[src/rtl/reset_sequencer_pkg.sv]
// Shared types and constants for the reset sequencer.
package reset_seq_pkg;

  localparam int SEQ_STATE_W = 3;

  typedef enum logic [SEQ_STATE_W-1:0] {
    HOLD      = 3'd0,
    LOCK_WAIT = 3'd1,
    RELEASE   = 3'd2,
    RUN       = 3'd3,
    SWRST     = 3'd4
  } seq_state_t;

  // Largest of three values. The shared counter must hold every terminal count.
  function automatic int max3(input int a, input int b, input int c);
    int m;
    m = (a > b) ? a : b;
    return (m > c) ? m : c;
  endfunction

endpackage

[src/rtl/reset_sequencer_if.sv]
// Control and status bundle between the reset sequencer and its host.
interface reset_sequencer_if
  import reset_seq_pkg::*;
#(
  parameter int NUM_STAGES = 4
);

  logic                   srst_n;
  logic                   pll_locked;
  logic                   sw_rst_req;
  logic [NUM_STAGES-1:0]  stage_rst_n;
  logic                   seq_done;
  logic                   busy;
  logic [SEQ_STATE_W-1:0] seq_state;

  modport master (
    output srst_n, pll_locked, sw_rst_req,
    input  stage_rst_n, seq_done, busy, seq_state
  );

  modport slave (
    input  srst_n, pll_locked, sw_rst_req,
    output stage_rst_n, seq_done, busy, seq_state
  );

endinterface

[src/rtl/reset_sequencer_bit_sync.sv]
// Two-flop single-bit synchronizer with asynchronous active-low clear.
module bit_sync (
  input  logic clk,
  input  logic arst_n,
  input  logic d_i,
  output logic q_o
);

  logic [1:0] sync_q;

  // Shift the asynchronous input through two flops.
  always_ff @(posedge clk or negedge arst_n) begin
    if (!arst_n) sync_q <= 2'b00;
    else         sync_q <= {sync_q[0], d_i};
  end

  assign q_o = sync_q[1];

endmodule

[src/rtl/reset_sequencer.sv]
// Releases per-domain resets in order once the PLL is stably locked.
//
// state     | meaning
// HOLD      | srst_n low, every domain held in reset
// LOCK_WAIT | waiting for LOCK_FILTER consecutive cycles of lock
// RELEASE   | releasing one domain every STAGE_DELAY cycles, bit 0 first
// RUN       | all domains released, seq_done high
// SWRST     | software reset, all domains low for SW_RST_CYCLES
module reset_sequencer
  import reset_seq_pkg::*;
#(
  parameter int NUM_STAGES    = 4,
  parameter int STAGE_DELAY   = 16,
  parameter int LOCK_FILTER   = 8,
  parameter int SW_RST_CYCLES = 32
) (
  input  logic              clk,
  input  logic              arst_n,
  reset_sequencer_if.slave  bus
);

  localparam int CNT_W = $clog2(max3(LOCK_FILTER, STAGE_DELAY, SW_RST_CYCLES) + 1);
  localparam int IDX_W = $clog2(NUM_STAGES + 1);

  localparam logic [CNT_W-1:0] LF_TC    = CNT_W'(LOCK_FILTER - 1);
  localparam logic [CNT_W-1:0] SD_TC    = CNT_W'(STAGE_DELAY - 1);
  localparam logic [CNT_W-1:0] SW_TC    = CNT_W'(SW_RST_CYCLES - 1);
  localparam logic [IDX_W-1:0] LAST_IDX = IDX_W'(NUM_STAGES - 1);

  seq_state_t            state_q, state_d;
  logic [CNT_W-1:0]      cnt_q, cnt_d;
  logic [IDX_W-1:0]      idx_q, idx_d;
  logic [NUM_STAGES-1:0] stage_q, stage_d;
  logic                  done_q, done_d;
  logic                  busy_q, busy_d;
  logic                  lock_s;

  bit_sync u_lock_sync (
    .clk    (clk),
    .arst_n (arst_n),
    .d_i    (bus.pll_locked),
    .q_o    (lock_s)
  );

  // State, counter, index and registered outputs.
  always_ff @(posedge clk or negedge arst_n) begin
    if (!arst_n) begin
      state_q <= HOLD;
      cnt_q   <= '0;
      idx_q   <= '0;
      stage_q <= '0;
      done_q  <= 1'b0;
      busy_q  <= 1'b1;
    end else begin
      state_q <= state_d;
      cnt_q   <= cnt_d;
      idx_q   <= idx_d;
      stage_q <= stage_d;
      done_q  <= done_d;
      busy_q  <= busy_d;
    end
  end

  // Next state: srst_n beats lock loss, which beats normal sequencing.
  always_comb begin
    state_d = state_q;
    cnt_d   = cnt_q;
    idx_d   = idx_q;
    if (!bus.srst_n) begin
      state_d = HOLD;
      cnt_d   = '0;
      idx_d   = '0;
    end else if (!lock_s && (state_q == RELEASE || state_q == RUN || state_q == SWRST)) begin
      state_d = LOCK_WAIT;
      cnt_d   = '0;
    end else begin
      case (state_q)
        HOLD: begin
          state_d = LOCK_WAIT;
          cnt_d   = '0;
        end
        LOCK_WAIT: begin
          if (!lock_s) begin
            cnt_d = '0;
          end else if (cnt_q == LF_TC) begin
            state_d = RELEASE;
            cnt_d   = '0;
            idx_d   = '0;
          end else begin
            cnt_d = cnt_q + CNT_W'(1);
          end
        end
        RELEASE: begin
          if (cnt_q == SD_TC) begin
            cnt_d = '0;
            idx_d = idx_q + IDX_W'(1);
            if (idx_q == LAST_IDX) state_d = RUN;
          end else begin
            cnt_d = cnt_q + CNT_W'(1);
          end
        end
        RUN: begin
          if (bus.sw_rst_req) begin
            state_d = SWRST;
            cnt_d   = '0;
          end
        end
        SWRST: begin
          if (cnt_q == SW_TC) begin
            state_d = RELEASE;
            cnt_d   = '0;
            idx_d   = '0;
          end else begin
            cnt_d = cnt_q + CNT_W'(1);
          end
        end
        default: begin
          state_d = HOLD;
          cnt_d   = '0;
          idx_d   = '0;
        end
      endcase
    end
  end

  // Outputs: stages stay high only while heading into RELEASE/RUN, so every
  // exit path clears them; a release step adds the bit at idx on top.
  always_comb begin
    stage_d = '0;
    if (state_d == RELEASE || state_d == RUN) begin
      stage_d = stage_q;
      if (state_q == RELEASE && cnt_q == SD_TC) begin
        for (int i = 0; i < NUM_STAGES; i++) begin
          if (IDX_W'(i) == idx_q) stage_d[i] = 1'b1;
        end
      end
    end
    done_d = (state_d == RUN);
    busy_d = (state_d != RUN);
  end

  assign bus.stage_rst_n = stage_q;
  assign bus.seq_done    = done_q;
  assign bus.busy        = busy_q;
  assign bus.seq_state   = state_q;

endmodule

[src/flat_wrapper.sv]
// flat-port wrapper written by rule: the top's interface ports become plain ports
module reset_sequencer_flat import reset_seq_pkg::*;
#(
  parameter int NUM_STAGES    = 4,
  parameter int STAGE_DELAY   = 16,
  parameter int LOCK_FILTER   = 8,
  parameter int SW_RST_CYCLES = 32
)
  (clk, arst_n, bus_srst_n, bus_pll_locked, bus_sw_rst_req, bus_stage_rst_n, bus_seq_done, bus_busy, bus_seq_state);
  reset_sequencer_if #(.NUM_STAGES(NUM_STAGES)) bus_i ();
  input  logic clk;
  input  logic arst_n;
  input wire logic [$bits(bus_i.srst_n)-1:0] bus_srst_n;
  input wire logic [$bits(bus_i.pll_locked)-1:0] bus_pll_locked;
  input wire logic [$bits(bus_i.sw_rst_req)-1:0] bus_sw_rst_req;
  output wire logic [$bits(bus_i.stage_rst_n)-1:0] bus_stage_rst_n;
  output wire logic [$bits(bus_i.seq_done)-1:0] bus_seq_done;
  output wire logic [$bits(bus_i.busy)-1:0] bus_busy;
  output wire logic [$bits(bus_i.seq_state)-1:0] bus_seq_state;
  assign bus_i.srst_n = bus_srst_n;
  assign bus_i.pll_locked = bus_pll_locked;
  assign bus_i.sw_rst_req = bus_sw_rst_req;
  assign bus_stage_rst_n = bus_i.stage_rst_n;
  assign bus_seq_done = bus_i.seq_done;
  assign bus_busy = bus_i.busy;
  assign bus_seq_state = bus_i.seq_state;
  reset_sequencer #(.NUM_STAGES(NUM_STAGES), .STAGE_DELAY(STAGE_DELAY), .LOCK_FILTER(LOCK_FILTER), .SW_RST_CYCLES(SW_RST_CYCLES)) u_core (.clk(clk), .arst_n(arst_n), .bus(bus_i));
endmodule
[config.mk]
export PLATFORM = sky130hd
export DESIGN_NAME = reset_sequencer_flat
export DESIGN_NICKNAME = d
export VERILOG_FILES = /design/src/rtl/reset_sequencer_pkg.sv /design/src/rtl/reset_sequencer_if.sv /design/src/rtl/reset_sequencer_bit_sync.sv /design/src/rtl/reset_sequencer.sv /design/src/flat_wrapper.sv
export SDC_FILE = /design/constraint.sdc
export NUM_CORES = 1
export LEC_CHECK = 0
export ABC_AREA = 1
export ABC_CLOCK_PERIOD_IN_PS = 4200
export BUFFER_PORTS_ARGS = -buffer_cell sky130_fd_sc_hd__buf_2
export CORE_AREA = 2 2 56 58
export DETAILED_ROUTE_END_ITERATION = 6
export DIE_AREA = 0 0 58 60
export MAX_ROUTING_LAYER = met4
export PLACE_DENSITY = 0.64
export SLEW_MARGIN = 20
export SYNTH_ARGS = -nofsm -noshare
export SYNTH_HDL_FRONTEND = slang
export SYNTH_SLANG_ARGS = --single-unit
[constraint.sdc]
create_clock -name clk -period 4.2 [get_ports clk]
set_input_delay 0.84 -clock clk [delete_from_list [all_inputs] [get_ports clk]]
set_output_delay 0.84 -clock clk [all_outputs]
set_load 0.02 [all_outputs]
==> results of run 1 <==
[power groups by stage]
stage / clock network (W) / logic (W) / registers, W
2_1_floorplan: 0 / 0.0000167 / 0.000202
3_3_place_gp: 0 / 0.0000288 / 0.000201
3_5_place_dp: 0 / 0.0000296 / 0.000201
4_1_cts: 0.000115 / 0.0000296 / 0.000198
5_1_grt: 0.000123 / 0.0000332 / 0.000198
6_report: 0.000112 / 0.0000292 / 0.000198
[cell families after synthesis]
family | after synthesis | synth area share
simple gates | 105 | 0.381
buf+inv | 27 | 0.0843
flops | 20 | 0.402
compound gates | 14 | 0.0722
fa+ha+maj | 6 | 0.0602
[area by class of cell]
cell class	instances	area [um2]
Sequential cell	20	502
Fill cell	303	1520
Clock buffer	4	36.3
Inverter	26	97.6
Timing Repair Buffer	13	65.1
Tap cell	33	41.3
Multi-Input combinational cell	125	641
[per-layer routing]
layer | GRT usage | routed length [um] | vias up
met5 | - | 0 | -
met2 | 0.323 | 1350 | 31
li1 | - | - | 577
met1 | 0.229 | 1280 | 519
met4 | 0.0532 | 18 | 0
met3 | 0.0281 | 113 | 2
[state kept, by name, summed over array words and instances, names as in the netlist]
name,cells
u_core.bus.seq_state,3
u_core.cnt_q,6
u_core.idx_q,3
u_core.bus.busy,1
u_core.u_lock_sync.sync_q,2
u_core.bus.stage_rst_n,4
u_core.bus.seq_done,1
[metrics by stage]
| stage | cell area [um2] | total power, W |
|---|---|---|
| after detailed placement | 1350 | 0.000231 |
| after CTS | 1380 | 0.000342 |
| after global routing | 1380 | 0.000355 |
| final | 1380 | 0.000339 |
| after floorplan | 1250 | 0.000218 |
| after global placement | 1350 | 0.000230 |
[cell usage in the layout, fill, tap and decap left out, drive strengths merged]
master  instances
nand3          24
a21oi           3
nor3            5
buf            13
a21boi          1
clkbuf          4
ha              6
nand2          43
dfstp           1
nand4           4
o211ai          1
dfrtp          19
inv            26
o21ai           5
o21bai          4
nor2           29
[worst max-delay path by stage]
stage | to | depth (start not counted) | slack (ns) | start
after CTS | bus_seq_state[1] | 1 | 2.25 | u_core.bus.seq_state[1]$_DFF_PN0_
after global routing | bus_seq_state[1] | 1 | 2.21 | u_core.bus.seq_state[1]$_DFF_PN0_
after global placement | u_core.idx_q[2]$_DFFE_PN0P_ | 7 | 2.44 | bus_srst_n
final | bus_seq_state[1] | 1 | 2.24 | u_core.bus.seq_state[1]$_DFF_PN0_
after floorplan | u_core.idx_q[0]$_DFFE_PN0P_ | 6 | 2.69 | bus_srst_n
after detailed placement | u_core.cnt_q[0]$_DFFE_PN0P_ | 5 | 2.37 | bus_srst_n
==> flow_summary.yaml, run 1 <==
layout:
  final_nets: 200
  drive_above_1_share: 0.176
  area_growth_pct: 10.8
  final_cells: 221
  fin_util: 0.476
  diodes: 0
timing:
  fin_setup_tns_ns: 0
  clock.fmax_mhz: 511
  finalSetupViolCount: 0
  fin_crit_sh: 0.466
  setup_ws_ns: 2.24
  timing.hold.ws_ns: 0.360
  skew_ns: 0.00912
  finalMaxSlewViolations: 0
  worst_pin_slew_ns: 0.447
  grt_setup_unrepaired: "no"
  maxSlewHeadroom: 0.702
  finalHoldViolations: 0
  min_period_ns: 1.96
cts:
  cts_sinks: 20
  clock_tree.buffer_depth: 2
  cts_tree: "built"
  cts-resized-gates: 0
  cts_root_buf: "clkbuf_4"
  clk_latency_ns: 0.30
  clk_pin_slew_worst_paths_ns: 0.12
  numCtsBuffers: 3
  cts_setup_buffers: 0
  h-tree-depth: 1
  ctsHoldBuffers: 0
detailed_routing:
  post-route-drc-count: 0
  routed_wirelength_mm: 2.76
  dr.pass1.iters: 5
  ant_nets: 0
  via_per_inst: 5.11
  wl_per_cell_um: 12.5
  drt_iter0_markers: 35
  num_vias: 1129
critical_path:
  crit_path_cell_trace: "buf_2"
  r2r_start: "u_core.cnt_q[1]$_DFFE_PN0P_"
  ff2ff_setup_slack_ns: 2.51
  regToRegEndpoint: "u_core.idx_q[2]$_DFFE_PN0P_"
  rr_worst_depth: 10
  arrival_ns: 1.12
  crit_fanout: 10
  worstSetupEndpointType: "output port"
  cp_top_family: "flip-flops"
  cp_num_buf_inv: 1
  cp_slowest_stage_delay_ns: 0.58
  slowest_stage: "dfrtp_1"
  setup.worst_path.class: "reg2out"
  cp-start-kind: "flip-flop"
  critical_path_required_ns: 3.36
logic_synthesis:
  synth_fp_nets: 183
  synth_commonest_cells: "nand2_1, nand3_1, nor2_1"
  synth.avg_cell_area_um2: 7.25
  postSynth.asyncResetShare: 1.00
  synth_top_area_frac: 0.381
  netlist_instances: 172
  synth_edf_count: 0
  synth-main-ff-cell: "dfrtp_1"
  synth_top_area_cell: "dfrtp_1"
  synth_area_leaders: "dfrtp_1, nand2_1, nand3_1"
  synth_area_um2: 1250
  yosys.cell_types.count: 21
  seq_area_frac_synth: 0.402
  yosysMostFrequentCell: "nand2_1"
  yosysWarnings: 0
  ys_ff_latch: 20
min_path:
  hold_depth: 0
  min_from: "u_core.u_lock_sync.sync_q[0]$_DFF_PN0_"
  min_to: "u_core.u_lock_sync.sync_q[1]$_DFF_PN0_"
  hp-class: "reg2reg"
power_and_ir_drop:
  p_int_w: 0.000255
  seq_power_share: 0.583
  power_switching_w: 0.0000833
  clkPwrFrac: 0.330
  pwr-share-comb: 0.086
  sw_frac_of_total: 0.246
  powerDensity_nw_per_um2: 245
  ir_worst_vdd_uv: 172
  leakagePower_nw: 0.697
global_routing:
  antenna_found_initial: 0
  grt_max_degree: 21
  grt_pass1_vias: 1138
  grt_use_total: 0.188
  grt-ovfl-total: 0
  grt_first_pass_wirelength_mm: 4.83
die:
  die_x_um: 58
  core_area_um2: 2900
  io_pins: 14
  die_y_um: 60
  start_util: 0.430
  std_cell_rows: 20
  die-area_um2: 3480
place:
  dpl.hpwl_mm: 2.20
  place_ws_ns: 2.37
  gp_congestion: 0.919
  port_buffers: 13
  place_inst: 217
flow_run:
  maxCapViolations: 0
outcome:
  status: "finished, final reports clean"
No activity file was read; power rests on OpenSTA's default activity.
==> run 2: changes to the inputs <==
--- a/config.mk
+++ b/config.mk
@@ -6,13 +6,13 @@
 export NUM_CORES = 1
 export LEC_CHECK = 0
 export ABC_AREA = 1
-export ABC_CLOCK_PERIOD_IN_PS = 4200
+export ABC_CLOCK_PERIOD_IN_PS = 1700
 export BUFFER_PORTS_ARGS = -buffer_cell sky130_fd_sc_hd__buf_2
 export CORE_AREA = 2 2 56 58
 export DETAILED_ROUTE_END_ITERATION = 6
 export DIE_AREA = 0 0 58 60
 export MAX_ROUTING_LAYER = met4
-export PLACE_DENSITY = 0.64
+export PLACE_DENSITY = 0.67
 export SLEW_MARGIN = 20
 export SYNTH_ARGS = -nofsm -noshare
 export SYNTH_HDL_FRONTEND = slang
==> constraint.sdc (replaced) <==
create_clock -name clk -period 1.7 [get_ports clk]
set_input_delay 0.34 -clock clk [delete_from_list [all_inputs] [get_ports clk]]
set_output_delay 0.34 -clock clk [all_outputs]
set_load 0.02 [all_outputs]
==> run 2 against run 1 <==
Effect of this change:
- sequential cell count did not move
- worst setup slack got worse by 2.1 ns
- total power rose to 2.5 times the previous value
- register-to-register slack got worse by 2.4 ns
- non-clock buffer count rose by 1
- die area did not move
==> flow_summary.yaml, run 2 (synthesized netlist as in run 1, its figures left out) <==
outcome:
  status: "finished, final reports clean"
global_routing:
  antenna_found_initial: 0
  grt_first_pass_wirelength_mm: 4.77
  use_met1: 0.229
  busiest_layer: "met2"
  grt_pass1_vias: 1089
  grt-ovfl-total: 0
  grt_use_total: 0.189
  grtUsageMet3: 0.0325
  grtUsageMet2: 0.304
  grt_max_degree: 21
die:
  core_area_um2: 2900
  die_x_um: 58
  start_util: 0.430
  die_y_um: 60
  io_pins: 14
  die-area_um2: 3480
  std_cell_rows: 20
power_and_ir_drop:
  ir_worst_vdd_uv: 541
  clkPwrFrac: 0.339
  p_int_w: 0.000633
  power_switching_w: 0.000216
  pwr-share-comb: 0.086
  leakagePower_nw: 0.699
  seq_power_share: 0.575
  power_w: 0.000849
  sw_frac_of_total: 0.254
  powerDensity_nw_per_um2: 607
critical_path:
  crit_path_cell_trace: "nor2_1 > nand3_1 > nand3_1 > nand2_1 > nor2_4 > nand2_2 > nand2_1 > nand2_1"
  regToRegEndpoint: "u_core.idx_q[0]$_DFFE_PN0P_"
  r2r_start: "u_core.cnt_q[4]$_DFFE_PN0P_"
  crit_fanout: 5
  cp_slowest_stage_delay_ns: 0.44
  critical_path_required_ns: 1.92
  crit_top_cell: "nand2_1"
  setup.worst_path.class: "reg2reg"
  worstSetupEndpointType: "flip-flop"
  arrival_ns: 1.78
  ff2ff_setup_slack_ns: 0.14
  cp-start-kind: "flip-flop"
  rr_worst_depth: 8
  slowest_stage: "dfrtp_1"
min_path:
  min_to: "u_core.u_lock_sync.sync_q[0]$_DFF_PN0_"
  hold_depth: 1
  min_from: "bus_pll_locked"
  hp-class: "in2reg"
place:
  gp_congestion: 0.937
  port_buffers: 13
  postPlaceCellArea_um2: 1350
  place_ws_ns: 0.111
  dpl.hpwl_mm: 2.06
timing:
  setup_ws_ns: 0.140
  finalMaxSlewViolations: 0
  worst_pin_slew_ns: 0.437
  finalHoldViolations: 0
  maxSlewHeadroom: 0.709
  skew_ns: 0.00334
  finalSetupViolCount: 0
  grt_setup_unrepaired: "no"
  fin_setup_tns_ns: 0
  clock.fmax_mhz: 641
  min_period_ns: 1.56
  fin_crit_sh: 0.917
cts:
  numCtsBuffers: 3
  cts_root_buf: "clkbuf_4"
  h-tree-depth: 1
  clk_pin_slew_worst_paths_ns: 0.12
  cts_setup_buffers: 0
  clk_latency_ns: 0.31
  cts_tree: "built"
  cts_sinks: 20
  clock_tree.buffer_depth: 2
layout:
  largest_register_ffs: 6
  regMostFlops: "u_core.cnt_q"
  regArea_um2: 503
  multiInputGateArea_um2: 646
  area_growth_pct: 12.1
  nFillCells: 292
  layout_common_cells: "nand2_1, nor2_1, nand3_1"
  drive_above_1_share: 0.180
  fin_util: 0.482
  final_nets: 201
  final_common_cell: "nand2_1"
  diodes: 0
  final_area_um2: 1400
detailed_routing:
  ant_nets: 0
  wl_per_cell_um: 12.0
  dr.pass1.iters: 4
  via_per_inst: 5.26
  post-route-drc-count: 0
  routed_wirelength_mm: 2.67
  num_vias: 1167
  drt_iter0_markers: 27
flow_run:
  maxCapViolations: 0
-- run 2: cell type report --
type | instances | area share
Timing Repair Buffer | 14 | 0.0537
Multi-Input combinational cell | 125 | 0.462
Inverter | 26 | 0.0698
Clock buffer | 4 | 0.0259
Tap cell | 33 | 0.0295
Sequential cell | 20 | 0.360
-- run 2: timing repair --
action | CTS | global route
hold buffers | 1 | 0
endpoints found under the setup margin | 0 | 5
gates resized for setup | 0 | 2
endpoints found under the hold margin | 19 | 0
-- run 2: layer usage --
metal,vias up,routed length [um]
met5,-,0
met4,0,61
met3,5,135
met2,38,1240
met1,540,1230
li1,584,-
-- run 2: critical path, delay by kind of cell, from the launching register on --
family | cells | cell delay [ns]
and+or+nand+nor | 8 | 1.01
DFF | 1 | 0.44
-- run 2: power by group through the flow --
stage / logic (W) / clock network (W) / registers, W
after floorplan: 0.0000412 / 0 / 0.000498
after global placement: 0.0000706 / 0 / 0.000497
after detailed placement: 0.0000722 / 0 / 0.000497
after CTS: 0.0000739 / 0.000295 / 0.000488
after global routing: 0.0000823 / 0.000323 / 0.000489
final: 0.0000733 / 0.000287 / 0.000488
-- run 2: worst max-delay path by stage --
stage / start / endpoint / slack, ns / cells after the start
floorplan: u_core.cnt_q[0]$_DFFE_PN0P_ / u_core.idx_q[0]$_DFFE_PN0P_ / 0.30 / 10
global placement: u_core.bus.seq_state[1]$_DFF_PN0_ / u_core.bus.busy$_DFF_PN1_ / 0.20 / 7
finish: u_core.cnt_q[4]$_DFFE_PN0P_ / u_core.idx_q[0]$_DFFE_PN0P_ / 0.14 / 8
global route: u_core.cnt_q[1]$_DFFE_PN0P_ / u_core.idx_q[0]$_DFFE_PN0P_ / 0.02 / 10
CTS: u_core.cnt_q[0]$_DFFE_PN0P_ / u_core.idx_q[0]$_DFFE_PN0P_ / 0.09 / 10
detailed placement: u_core.cnt_q[0]$_DFFE_PN0P_ / u_core.idx_q[0]$_DFFE_PN0P_ / 0.11 / 10
-- run 2: stage by stage --
stage	hold WS, ns	cells
2_1_floorplan	0.0444	172
3_3_place_gp	0.303	217
3_5_place_dp	0.319	217
4_1_cts	0.115	222
5_1_grt	0.0938	222
6_report	0.123	222
